<file path="config.mk">
export PLATFORM = sky130hd
export DESIGN_NAME = dds_waveform_gen
export DESIGN_NICKNAME = d
export VERILOG_FILES = /design/src/rtl/dds_waveform_gen.sv
export SDC_FILE = /design/constraint.sdc
export NUM_CORES = 1
export LEC_CHECK = 0
export ABC_CLOCK_PERIOD_IN_PS = 17900
export BUFFER_PORTS_ARGS = -buffer_cell sky130_fd_sc_hd__buf_2
export CORE_MARGIN = 2
export CORE_UTILIZATION = 57
export CTS_BUF_LIST = sky130_fd_sc_hd__clkbuf_16
export DETAILED_ROUTE_END_ITERATION = 7
export GPL_TIMING_DRIVEN = 1
export HOLD_SLACK_MARGIN = 0.06
export PLACE_DENSITY = 0.73
export SLEW_MARGIN = 30
export SYNTH_ARGS = -nofsm -noshare
export SYNTH_HDL_FRONTEND = slang
export SYNTH_SLANG_ARGS = --single-unit
</file>
<file path="constraint.sdc">
create_clock -name clk -period 17.9 [get_ports clk]
set_input_delay 1.79 -clock clk [delete_from_list [all_inputs] [get_ports clk]]
set_output_delay 1.79 -clock clk [all_outputs]
set_load 0.005 [all_outputs]
</file>
<file path="src/rtl/dds_waveform_gen.sv">
// dds_waveform_gen: DDS phase accumulator, shape synthesis, amplitude scaling and DAC valid/ready port.
// Define DDS_SYNC_UPDATE_EN to reload shadow parameters only on phase wrap instead of on every tick.
module dds_waveform_gen #(
   parameter int PHASE_BIT = 12,
   parameter int DAC_BIT   = 12
) (
   input  logic                 clk,
   input  logic                 rst,
   input  logic [PHASE_BIT-2:0] phase_M,
   input  logic [DAC_BIT-2:0]   signal_A,
   input  logic [1:0]           signal_shape,
   input  logic                 sample_tick,
   output logic [PHASE_BIT-1:0] rom_addr,
   input  logic [DAC_BIT-1:0]   rom_data,
   output logic [DAC_BIT-1:0]   dac_data,
   output logic                 dac_valid,
   input  logic                 dac_ready,
   output logic                 phase_wrap,
   output logic                 sample_overrun
);
   localparam int P = PHASE_BIT;
   localparam int D = DAC_BIT;
   localparam logic [D-1:0] MID   = {1'b1, {(D-1){1'b0}}};
   localparam logic [D-1:0] FULL  = {1'b0, {(D-1){1'b1}}};
   localparam logic [D-1:0] NFULL = {1'b1, {(D-2){1'b0}}, 1'b1};

   logic [P-1:0]   acc_q, acc_d;
   logic [P-2:0]   m_q, m_d;
   logic [D-2:0]   a_q, a_d, s1_a_q, s1_a_d, s2_a_q, s2_a_d;
   logic [1:0]     shape_q, shape_d, s1_shape_q, s1_shape_d, s2_shape_q, s2_shape_d;
   logic           s1_valid_q, s1_valid_d, s2_valid_q, s2_valid_d;
   logic [D-1:0]   s2_w_q, s2_w_d, dac_data_q, dac_data_d;
   logic           dac_valid_q, dac_valid_d, wrap_q, wrap_d, ovr_q, ovr_d;
   logic [P:0]     sum;
   logic           accept, load;
   logic [P-2:0]   ramp;
   logic [D-2:0]   ramp_j;
   logic [D-1:0]   tri_w, sq_w, w;
   logic [2*D-1:0] prod;

   always_comb begin
      sum         = {1'b0, acc_q} + {2'b00, m_q};
      accept      = sample_tick && !s1_valid_q && !s2_valid_q && (!dac_valid_q || dac_ready);
`ifdef DDS_SYNC_UPDATE_EN
      load        = (m_q == '0) || (accept && sum[P]);
`else
      load        = (m_q == '0) || accept;
`endif
      acc_d       = accept ? sum[P-1:0] : acc_q;
      wrap_d      = accept && sum[P];
      ovr_d       = ovr_q || (sample_tick && !accept);
      m_d         = load ? phase_M : m_q;
      a_d         = load ? signal_A : a_q;
      shape_d     = load ? signal_shape : shape_q;
      s1_valid_d  = accept;
      s1_a_d      = accept ? a_q : s1_a_q;
      s1_shape_d  = accept ? shape_q : s1_shape_q;
      // acc already holds the new phase by the time s1 moves to s2
      ramp        = acc_q[P-1] ? ~acc_q[P-2:0] : acc_q[P-2:0];
      ramp_j      = (D-1)'({ramp, {(D-1){1'b0}}} >> (P-1));
      tri_w       = {ramp_j, 1'b0} - FULL;
      sq_w        = acc_q[P-1] ? NFULL : FULL;
      s2_valid_d  = s1_valid_q;
      s2_a_d      = s1_valid_q ? s1_a_q : s2_a_q;
      s2_shape_d  = s1_valid_q ? s1_shape_q : s2_shape_q;
      s2_w_d      = s1_valid_q ? (s1_shape_q == 2'd1 ? tri_w : s1_shape_q == 2'd2 ? sq_w : '0) : s2_w_q;
      w           = s2_shape_q == 2'd0 ? rom_data : s2_w_q;
      prod        = {{D{w[D-1]}}, w} * {{(D+1){1'b0}}, s2_a_q};
      dac_data_d  = s2_valid_q ? MID + D'($signed(prod) >>> (D-1)) : dac_data_q;
      dac_valid_d = s2_valid_q || (dac_valid_q && !dac_ready);
   end

   always_ff @(posedge clk) begin
      if (rst) begin
         acc_q       <= '0;
         m_q         <= '0;
         a_q         <= '0;
         shape_q     <= '0;
         s1_valid_q  <= 1'b0;
         s1_a_q      <= '0;
         s1_shape_q  <= '0;
         s2_valid_q  <= 1'b0;
         s2_a_q      <= '0;
         s2_shape_q  <= '0;
         s2_w_q      <= '0;
         dac_data_q  <= MID;
         dac_valid_q <= 1'b0;
         wrap_q      <= 1'b0;
         ovr_q       <= 1'b0;
      end else begin
         acc_q       <= acc_d;
         m_q         <= m_d;
         a_q         <= a_d;
         shape_q     <= shape_d;
         s1_valid_q  <= s1_valid_d;
         s1_a_q      <= s1_a_d;
         s1_shape_q  <= s1_shape_d;
         s2_valid_q  <= s2_valid_d;
         s2_a_q      <= s2_a_d;
         s2_shape_q  <= s2_shape_d;
         s2_w_q      <= s2_w_d;
         dac_data_q  <= dac_data_d;
         dac_valid_q <= dac_valid_d;
         wrap_q      <= wrap_d;
         ovr_q       <= ovr_d;
      end
   end

   assign rom_addr       = acc_q;
   assign dac_data       = dac_data_q;
   assign dac_valid      = dac_valid_q;
   assign phase_wrap     = wrap_q;
   assign sample_overrun = ovr_q;
endmodule

</file>
# == Yosys cells after proc, flatten, opt, wreduce, memory -nomap -nowiden ==
# Index checks and enable logic that the tools add are counted.
# word_totals
register_bits,91
elab_cells,44
# classes
multipliers,1
addsub,3
eq_ne,2
reduce_logical,17
muxes,5
bitwise,1
# ops
op,count
$mux 12,4
$mul 12x12->23,1
$add 12x11->13,1
$add 12x12->12 const A,1
$sub 12x11->12 const B,1
$logic_not 11->1,1
$mux 11,1
$not 11->11,1
$logic_and 1x1->1,6
$logic_not 1->1,5
$logic_or 1x1->1,4
$eq 2x1->1 const B,1
$eq 2x2->1 const B,1
$logic_not 2->1,1

# == Longest topological paths before layout ==
# Gate-level depths: netlist of run 1.
# depth
depth_word,7
ltp_mapped,23

# == Least setup slack after synthesis of run 1 ==
# OpenSTA, ideal clock, no wires.
# synth_path
path_type,in2reg
from,input rom_data[4]
to,register dac_data_q[8] (netlist: dac_data[8])
path_buffers,1
arrival_ns,6.702
setup_slack_ns,11.081
path_stages,20
path_cell_list,mux2_2 -> clkbuf_1 -> and2_1 -> fa_1 -> inv_1 -> fa_1 -> inv_1 -> fa_1 -> fa_1 -> inv_1 -> fa_1 -> inv_1 -> ha_1 -> o21ai_0 -> nor2_1 -> o31a_1 -> a311o_2 -> a2111oi_4 -> mux2i_1 -> nand2_1
# synth_between
elab_chain_len,3
# synth_lines
item,line,text
start: declaration,14,"input logic [DAC_BIT-1:0] rom_data,"
$mux 12,67,w = s2_shape_q == 2'd0 ? rom_data : s2_w_q;
$mul 12x12->23,68,"prod = {{D{w[D-1]}}, w} * {{(D+1){1'b0}}, s2_a_q};"
$add 12x12->12,69,dac_data_d = s2_valid_q ? MID + D'($signed(prod) >>> (D-1)) : dac_data_q;
end signal: assignment,102,dac_data_q <= dac_data_d;
end: declaration,32,"logic [D-1:0] s2_w_q, s2_w_d, dac_data_q, dac_data_d;"
# No other way between the ends.
# A chain may end at the register's enable or synchronous reset.

# == Worst setup path after layout of run 1 ==
# layout_path
from,input rom_data[5]
to,register dac_data_q[8] (netlist: dac_data[8])
# The elaborated chain is that of the path after synthesis.

==> impl_metrics.env, run 1 <==
export IMPL_syn_cell_area_mm2=0.00882
export IMPL_dieArea_mm2=0.0165
export IMPL_synth_area_per_cell_um2=8.79
export IMPL_die_x_um=128
export IMPL_yosys_warnings=0
export IMPL_fin_crit_sh_pct=38.0
export IMPL_clock_path_buffers=2
export IMPL_core_area_mm2=0.0151
export IMPL_fmax_mhz=147
export IMPL_cts_tree="built"
export IMPL_ys_seq_area_share_pct=20.7
export IMPL_area_delta_synth_final_pct=8.31
export IMPL_via_count=6629
export IMPL_overflow=0
export IMPL_root_buffer="clkbuf_16"
export IMPL_synth_cell_types=51
export IMPL_dpl_hpwl_um=15000
export IMPL_clkSinkCount=91
export IMPL_io_pin_count=67
export IMPL_ir_drop_v=0.000101
export IMPL_totalNegativeSetupSlack_ns=0
export IMPL_gp_congestion=0.909
export IMPL_vias_per_cell=5.39
export IMPL_ys_top_cells_by_count="inv_1, nand2_1, fa_1"
export IMPL_slew_headroom_pct=36.8
export IMPL_drive_above_1_share_pct=10.4
export IMPL_num_rows=45
export IMPL_crit_arrival_ns=7.04
export IMPL_post_cts_resized=0
export IMPL_drt_iter0_drc=430
export IMPL_synth_seq_cells=91
export IMPL_synth_cells=1003
export IMPL_crit_fanout=11
export IMPL_synth_most_common_cell="inv_1"
export IMPL_clk_latency_ns=0.35
export IMPL_drc=0
export IMPL_crit_path_end_kind="flop"
export IMPL_start_util_pct=58.2
export IMPL_io_buffers=66
export IMPL_maxCapViolCount=0
export IMPL_grt_pass1_vias=6642
export IMPL_antenna_found_initial=1
export IMPL_antenna_left=0
export IMPL_fillers=1332
export IMPL_rsz0062_at_grt="false"
export IMPL_drv_slew=0
export IMPL_final_util_pct=63.1
export IMPL_clkTransAtPathRegs_ns=0.08
export IMPL_grt_pass1_wl_um=33100
export IMPL_synthFlopType="dfxtp_1"
export IMPL_synth_top_area_share_pct=27.7
export IMPL_numCtsBuffers=9
export IMPL_die_h_um=128
export IMPL_hold_path_class="reg -> reg"
export IMPL_hold_violations=0
export IMPL_post_cts_buffers=0
export IMPL_wire_per_inst_um=15.7
export IMPL_p_leak_nw=4.79
export IMPL_hold_buffers=0
export IMPL_post_route_min_period_ns=6.80
export IMPL_criticalPathCategory="in -> reg"
export IMPL_synth_area_leader_cell="fa_1"
export IMPL_synth_area_top_cells="fa_1, dfxtp_1, ha_1"
export IMPL_powerDensity_mw_per_mm2=53.8
export IMPL_dr_pass1_iters=5
export IMPL_grt_max_degree=96
export IMPL_nNetsFinal=1258
export IMPL_multi_input_area_mm2=0.00615
export IMPL_fin_skew_ns=0.0129
export IMPL_outcome="finished clean"
export IMPL_cp_start_kind="input pin"
export IMPL_seq_area_mm2=0.00182
export IMPL_final_setup_viol_count=0
export IMPL_wirelength_um=19400
export IMPL_async_reset_ff_share_pct=0
export IMPL_track_usage_pct=25.5
export IMPL_synth_edf_count=0
export IMPL_worstMarginPinSlew_ns=0.948
export IMPL_diodes=0
export IMPL_required_ns=18.14
export IMPL_htreeDepth=3
export IMPL_synth_nets=1225
[power by group]
part           leakage [nW]  internal [mW]  switching [mW]
clock network         0.154          0.101          0.0937
registers             0.742          0.215          0.0127
logic                  3.90         0.0382          0.0533
[worst max-delay path, stage by stage]
cell	delay (ns)
buf_2	0.09
mux2_2	0.36
and2_1	0.21
fa_1	0.53
inv_1	0.06
fa_1	0.54
inv_1	0.06
fa_1	0.47
fa_1	0.50
inv_1	0.05
fa_1	0.47
inv_1	0.04
ha_1	0.31
o21ai_0	0.09
nor2_1	0.08
o31a_1	0.28
a311o_2	0.45
a2111oi_4	0.37
mux2i_1	0.21
nand2_1	0.06
[per-layer routing]
metal	vias up	track usage, %	part of all wire, %
met2	178	40.7	47
met3	19	2.66	4.6
li1	3213	-	-
met5	-	0	0.052
met4	2	6.14	0.97
met1	3217	37.6	48
[through the flow]
stage	hold WS [ns]	instance area [µm²]	power (mW)	setup slack [ns]	std cells
finish	0.447	9550	0.514	11.10	1229
global route	0.471	9550	0.539	10.82	1229
CTS	0.454	9550	0.517	11.09	1229
detailed placement	0.444	9230	0.323	10.75	1213
global placement	0.441	9230	0.321	10.81	1213
floorplan	0.431	8820	0.296	11.08	1003
[layout by cell type (no fill, tap or decap), types with 4 or more instances in the layout]
| cell type | synthesis | final |
|---|---|---|
| nor2b_1 | 4 | 4 |
| inv_1 | 176 | 176 |
| and2_1 | 43 | 43 |
| nand4_1 | 5 | 5 |
| o21ai_0 | 16 | 16 |
| xor2_1 | 17 | 17 |
| mux2i_1 | 37 | 37 |
| nor4_1 | 4 | 4 |
| a21o_1 | 9 | 9 |
| nand2b_1 | 5 | 5 |
| dfxtp_1 | 91 | 91 |
| xnor2_1 | 14 | 14 |
| buf_4 | 0 | 4 |
| a31oi_1 | 4 | 4 |
| a211oi_1 | 8 | 8 |
| nor3_1 | 19 | 19 |
| ha_1 | 60 | 60 |
| a21oi_1 | 50 | 50 |
| nand3b_1 | 5 | 5 |
| nor2_1 | 67 | 67 |
| nand2_1 | 143 | 143 |
| fa_1 | 122 | 122 |
| buf_2 | 2 | 66 |
| nand3_1 | 4 | 4 |
| o22ai_1 | 4 | 4 |
| nor3b_1 | 4 | 4 |
| mux2_2 | 13 | 13 |
| clkinv_8 | 0 | 4 |
| clkbuf_16 | 0 | 9 |
[registers in the layout, summed over array words and instances, names as in the netlist]
signal / cells
s2_a_q: 11
m_q: 11
s1_a_q: 11
dac_valid: 1
s2_shape_q: 2
s2_w_q: 12
shape_q: 2
s1_shape_q: 2
s1_valid_q: 1
s2_valid_q: 1
phase_wrap: 1
dac_data: 12
rom_addr: 12
a_q: 11
sample_overrun: 1
[final timing paths]
kind                                    from                        to  slack, ns  cells after the start
setup / recovery                 rom_data[5]  dac_data[8]$_SDFFE_PP0P_      11.10                     20
hold / removal           a_q[1]$_SDFFE_PP0P_    s1_a_q[1]$_SDFFE_PP0P_       0.45                      2
setup reg to reg  s2_shape_q[1]$_SDFFE_PP0P_  dac_data[8]$_SDFFE_PP0P_      11.71                     20
hold reg to reg          a_q[1]$_SDFFE_PP0P_    s1_a_q[1]$_SDFFE_PP0P_       0.45                      2
[final cells by class]
class / count / area share (%)
Inverter: 176 / 6.92
Sequential cell: 91 / 19.1
Timing Repair Buffer: 70 / 3.77
Clock buffer: 9 / 2.36
Tap cell: 188 / 2.46
Clock inverter: 7 / 0.982
Multi-Input combinational cell: 688 / 64.4
[cells by family after synthesis]
| logic type | count (synthesis) | synth area share (%) |
|---|---|---|
| AO/OA/AOI/OAI | 116 | 8.73 |
| XOR/XNOR | 31 | 3.08 |
| adder cells (fa/ha/maj) | 182 | 36.2 |
| buffers and inverters | 224 | 9.56 |
| flip-flops | 91 | 20.7 |
| multiplexers | 50 | 5.86 |
| AND/OR/NAND/NOR | 309 | 15.9 |
No activity file was read; power rests on OpenSTA's default activity.
==> run 2, diff against run 1 <==
ABC_CLOCK_PERIOD_IN_PS = 6500   (was 17900)
clock period = 6.5 ns   (was 17.9 ns; I/O delays follow)
==> run 2 against run 1 <==
Compared with the run above: non-clock buffer count rose by 1; sequential cell count did not move; clock power rose to 2.6 times the previous value; highest routed layer is now met4; die area did not move; first-iteration DRC count fell by 6.3%; largest power group unchanged; via count rose by 0.21%; clock-buffer cell count did not move; final area fell by 0.18%.
==> impl_metrics.env, run 2 (synthesized netlist as in run 1, its figures left out) <==
export IMPL_grt_pass1_vias=6718
export IMPL_io_buffers=66
export IMPL_final_common_cell="inv_1"
export IMPL_post_route_min_period_ns=6.11
export IMPL_multi_input_area_mm2=0.00615
export IMPL_criticalPathCategory="reg -> reg"
export IMPL_core_area_mm2=0.0151
export IMPL_cp_start_kind="flop"
export IMPL_p_seq_share_pct=45.3
export IMPL_fin_crit_sh_pct=94.0
export IMPL_internal_power_uw=969
export IMPL_dr_pass1_iters=4
export IMPL_outcome="finished clean"
export IMPL_start_util_pct=58.2
export IMPL_io_pin_count=67
export IMPL_worstMarginPinSlew_ns=0.940
export IMPL_crit_fanout=14
export IMPL_clkSinkCount=91
export IMPL_die_h_um=128
export IMPL_hold_ws_ns=0.456
export IMPL_hold_violations=0
export IMPL_wire_per_inst_um=15.4
export IMPL_area_delta_synth_final_pct=8.12
export IMPL_gp_congestion=0.940
export IMPL_wirelength_um=19000
export IMPL_root_buffer="clkbuf_16"
export IMPL_dieArea_mm2=0.0165
export IMPL_required_ns=6.74
export IMPL_crit_path_max_incr_delay_ns=0.53
export IMPL_swShare_pct=30.1
export IMPL_final_setup_viol_count=0
export IMPL_switchingPower_uw=417
export IMPL_hold_path_class="reg -> reg"
export IMPL_vias_per_cell=5.40
export IMPL_drive_above_1_share_pct=10.4
export IMPL_dpl_hpwl_um=15100
export IMPL_power_mw=1.39
export IMPL_hold_buffers=0
export IMPL_slowest_stage="fa_1"
export IMPL_post_cts_resized=0
export IMPL_seq_area_mm2=0.00182
export IMPL_crit_arrival_ns=6.35
export IMPL_die_x_um=128
export IMPL_htreeDepth=3
export IMPL_crit_top_cell="fa_1"
export IMPL_drv_slew=0
export IMPL_grt_max_degree=96
export IMPL_maxCapViolCount=0
export IMPL_p_leak_nw=4.79
export IMPL_drc=0
export IMPL_path_delay_family="adder cells"
export IMPL_slew_headroom_pct=37.3
export IMPL_totalNegativeSetupSlack_ns=0
export IMPL_clkPwrFrac_pct=36.7
export IMPL_fmax_mhz=164
export IMPL_via_count=6643
export IMPL_antenna_left=0
export IMPL_num_rows=45
export IMPL_drt_iter0_drc=403
export IMPL_timing_final_ws_setup_ns=0.393
export IMPL_mostFrequentLayoutCells="inv_1, nand2_1, fa_1"
export IMPL_ir_drop_v=0.000196
export IMPL_diodes=0
export IMPL_antenna_found_initial=0
export IMPL_clkTransAtPathRegs_ns=0.07
export IMPL_crit_path_end_kind="flop"
export IMPL_comb_power_share_pct=18.0
export IMPL_clock_path_buffers=2
export IMPL_grt_pass1_wl_um=32900
export IMPL_clk_latency_ns=0.34
export IMPL_overflow=0
export IMPL_powerDensity_mw_per_mm2=145
export IMPL_fin_skew_ns=0.00920
export IMPL_pre_cts_ws_ns=0.443
export IMPL_post_cts_buffers=0
export IMPL_rsz0062_at_grt="false"
export IMPL_cts_tree="built"
export IMPL_nNetsFinal=1259
export IMPL_cp_cell_sequence="nor2_4 -> mux2_2 -> and2_1 -> fa_1 -> inv_1 -> fa_1 -> inv_1 -> fa_1 -> fa_1 -> inv_1 -> fa_1 -> inv_1 -> ha_1 -> o21ai_0 -> nor2_1 -> o31a_1 -> a311o_2 -> a2111oi_4 -> mux2i_1 -> nand2_1"
export IMPL_path_buf_inv=4
export IMPL_track_usage_pct=25.1
export IMPL_fillers=1315
export IMPL_numCtsBuffers=9
run 2: cell count changes in the layout (fill, tap and decap cells not counted):
cell      change
and3b_2       -1
clkinv_8      -3
buf_4         +1
clkinv_4      +1
clkinv_2      +1
inv_8         +1
and3b_1       +1
run 2: final cells by class:
type / instances / area share (%)
Clock buffer: 9 / 2.36
Clock inverter: 7 / 0.735
Inverter: 176 / 6.93
Multi-Input combinational cell: 688 / 64.5
Sequential cell: 91 / 19.1
Tap cell: 188 / 2.47
Timing Repair Buffer: 71 / 3.86
run 2: power by group through the flow:
| stage | combinational (mW) | clock [mW] | sequential [mW] |
|---|---|---|---|
| 6_report | 0.249 | 0.509 | 0.628 |
| 5_1_grt | 0.282 | 0.541 | 0.632 |
| 4_1_cts | 0.251 | 0.518 | 0.627 |
| 3_5_place_dp | 0.248 | 0 | 0.640 |
| 3_3_place_gp | 0.244 | 0 | 0.640 |
| 2_1_floorplan | 0.190 | 0 | 0.627 |
run 2: path summary, 6_finish.rpt:
check,startpoint,end,slack [ns],cells past startpoint
max reg2reg,s2_shape_q[1]$_SDFFE_PP0P_,dac_data[8]$_SDFFE_PP0P_,0.39,20
min,a_q[0]$_SDFFE_PP0P_,s1_a_q[0]$_SDFFE_PP0P_,0.46,2
max,s2_shape_q[1]$_SDFFE_PP0P_,dac_data[8]$_SDFFE_PP0P_,0.39,20
min reg2reg,a_q[0]$_SDFFE_PP0P_,s1_a_q[0]$_SDFFE_PP0P_,0.46,2
run 2: per-stage QoR:
stage / area [µm²] / utilization, % / instances
2_1_floorplan: 8820 / - / 1003
6_report: 9530 / 62.9 / 1230
3_3_place_gp: 9240 / 61.0 / 1214
4_1_cts: 9530 / 62.9 / 1230
5_1_grt: 9530 / 62.9 / 1230
3_5_place_dp: 9240 / 61.0 / 1214
run 2: worst register-to-register path: stages, from the launching register on:
cell and delay [ns]:
dfxtp_1 0.34, nor2_4 0.39, mux2_2 0.49, and2_1 0.21, fa_1 0.53, inv_1 0.05
fa_1 0.53, inv_1 0.05, fa_1 0.45, fa_1 0.50, inv_1 0.05, fa_1 0.47
inv_1 0.05, ha_1 0.32, o21ai_0 0.10, nor2_1 0.08, o31a_1 0.29, a311o_2 0.44
a2111oi_4 0.37, mux2i_1 0.22, nand2_1 0.06
run 2: per-layer routing:
metal	vias up	track usage, %	share of wire, %
li1	3204	-	-
met1	3254	36.1	46
met2	163	40.7	47
met3	22	3.62	5.6
met4	0	5.62	1.0
met5	-	0	0
==> run 3, diff against run 2 <==
CORE_UTILIZATION = 64   (was 57)
CTS_BUF_LIST = sky130_fd_sc_hd__clkbuf_2   (was sky130_fd_sc_hd__clkbuf_16)
PLACE_DENSITY = 0.81   (was 0.73)
==> run 3 against run 2 <==
Compared with the run above: cell count decreased by 0.98%; global-route usage increased by 3.7 points; total power decreased by 18%; fmax increased by 0.32%; setup slack improved by 0.020 ns.
==> impl_metrics.env, run 3 (synthesized netlist as in run 1, its figures left out) <==
export IMPL_criticalPathCategory="reg -> reg"
export IMPL_antenna_left=0
export IMPL_overflow=0
export IMPL_post_cts_buffers=0
export IMPL_final_cells=1218
export IMPL_root_buffer="clkbuf_2"
export IMPL_cp_start_kind="flop"
export IMPL_crit_path_max_incr_delay_ns=0.53
export IMPL_die_x_um=121
export IMPL_numPlacedInstances=1202
export IMPL_clk_latency_ns=0.60
export IMPL_powerDensity_mw_per_mm2=122
export IMPL_htreeDepth=3
export IMPL_totalNegativeSetupSlack_ns=0
export IMPL_hold_ws_ns=0.255
export IMPL_drt_iter0_drc=467
export IMPL_fmax_mhz=164
export IMPL_vias_per_cell=5.56
export IMPL_final_common_cell="inv_1"
export IMPL_clock_path_buffers=2
export IMPL_num_rows=42
export IMPL_drv_slew=0
export IMPL_power_mw=1.13
export IMPL_ir_drop_v=0.000176
export IMPL_required_ns=7.04
export IMPL_mostFrequentLayoutCells="inv_1, nand2_1, fa_1"
export IMPL_fillers=1090
export IMPL_p_leak_nw=4.70
export IMPL_path_delay_family="adder cells"
export IMPL_stdcell_area_mm2=0.00932
export IMPL_io_buffers=66
export IMPL_diodes=0
export IMPL_crit_path_end_kind="flop"
export IMPL_core_area_mm2=0.0133
export IMPL_track_usage_pct=28.8
export IMPL_outcome="finished clean"
export IMPL_timing_final_ws_setup_ns=0.413
export IMPL_die_h_um=121
export IMPL_wirelength_um=19300
export IMPL_pre_cts_ws_ns=0.434
export IMPL_final_setup_viol_count=0
export IMPL_dieArea_mm2=0.0147
export IMPL_area_delta_synth_final_pct=5.63
export IMPL_gp_congestion=0.844
export IMPL_nNetsFinal=1259
export IMPL_hold_buffers=0
export IMPL_path_buf_inv=4
export IMPL_grt_pass1_vias=7021
export IMPL_grt_pass1_wl_um=33100
export IMPL_dpl_hpwl_um=15400
export IMPL_postPlaceCellArea_mm2=0.00922
export IMPL_fin_skew_ns=0.0279
export IMPL_wire_per_inst_um=15.9
export IMPL_cp_cell_sequence="nor2_4 -> mux2_2 -> and2_1 -> fa_1 -> inv_1 -> fa_1 -> inv_1 -> fa_1 -> fa_1 -> inv_1 -> fa_1 -> inv_1 -> ha_1 -> o21ai_0 -> nor2_1 -> o31a_1 -> a311o_2 -> a2111oi_4 -> mux2i_1 -> nand2_1"
export IMPL_post_cts_resized=0
export IMPL_slew_headroom_pct=41.5
export IMPL_cts_tree="built"
export IMPL_slowest_stage="fa_1"
export IMPL_start_util_pct=66.1
export IMPL_clkSinkCount=91
export IMPL_crit_arrival_ns=6.63
export IMPL_drive_above_1_share_pct=10.3
export IMPL_hold_path_class="in -> reg"
export IMPL_crit_top_cell="fa_1"
export IMPL_grt_max_degree=96
export IMPL_worstMarginPinSlew_ns=0.877
export IMPL_dr_pass1_iters=7
export IMPL_via_count=6770
export IMPL_crit_fanout=14
export IMPL_rsz0062_at_grt="false"
export IMPL_final_util_pct=69.8
export IMPL_numCtsBuffers=9
export IMPL_maxCapViolCount=0
export IMPL_antenna_found_initial=0
export IMPL_fin_crit_sh_pct=93.6
export IMPL_io_pin_count=67
export IMPL_drc=0
export IMPL_clkTransAtPathRegs_ns=0.25
export IMPL_post_route_min_period_ns=6.09
export IMPL_hold_violations=0
[run 3: cell count changes in the layout (fill, tap and decap cells not counted), sizes merged]
cell / delta
inv: -4
clkbuf: +3
clkinvlp: +2
clkinv: -1
[run 3: worst paths after layout]
check | from | endpoint | slack, ns | cells after the start
hold / removal | signal_shape[0] | shape_q[0]$_SDFFE_PP0P_ | 0.25 | 3
hold reg to reg | a_q[4]$_SDFFE_PP0P_ | s1_a_q[4]$_SDFFE_PP0P_ | 0.47 | 2
setup / recovery | s2_shape_q[1]$_SDFFE_PP0P_ | dac_data[8]$_SDFFE_PP0P_ | 0.41 | 20
setup reg to reg | s2_shape_q[1]$_SDFFE_PP0P_ | dac_data[8]$_SDFFE_PP0P_ | 0.41 | 20
[run 3: worst reg2reg max path, delay by kind of cell, from the launching register on]
family | cells | cell delay [ns]
AO/OA/AOI/OAI | 4 | 1.19
adder cells (fa/ha/maj) | 6 | 2.81
flip-flops | 1 | 0.39
buffers and inverters | 4 | 0.21
multiplexers | 2 | 0.71
AND/OR/NAND/NOR | 4 | 0.73
[run 3: cell type report]
| type | count | area (µm²) | share of cell area (%) |
|---|---|---|---|
| multi-input cells | 688 | 6150 | 66.1 |
| repair buffers | 71 | 372 | 3.99 |
| clock buffers | 12 | 60.1 | 0.645 |
| well taps | 176 | 220 | 2.36 |
| clock inverters | 4 | 27.5 | 0.296 |
| flip-flops and latches | 91 | 1820 | 19.6 |
| inverters | 176 | 661 | 7.09 |
[run 3: metal layers]
| metal | GRT usage (%) | vias to the layer above | part of all wire [%] |
|---|---|---|---|
| li1 | - | 3200 | - |
| met1 | 36.5 | 3305 | 41 |
| met2 | 49.7 | 219 | 50 |
| met3 | 5.97 | 46 | 6.0 |
| met4 | 8.41 | 0 | 2.5 |
| met5 | 0 | - | 0 |
[run 3: power by group]
part	switching (mW)	leakage, nW	internal [mW]
registers	0.0325	0.742	0.595
clock network	0.200	0.0558	0.0543
logic	0.146	3.91	0.105
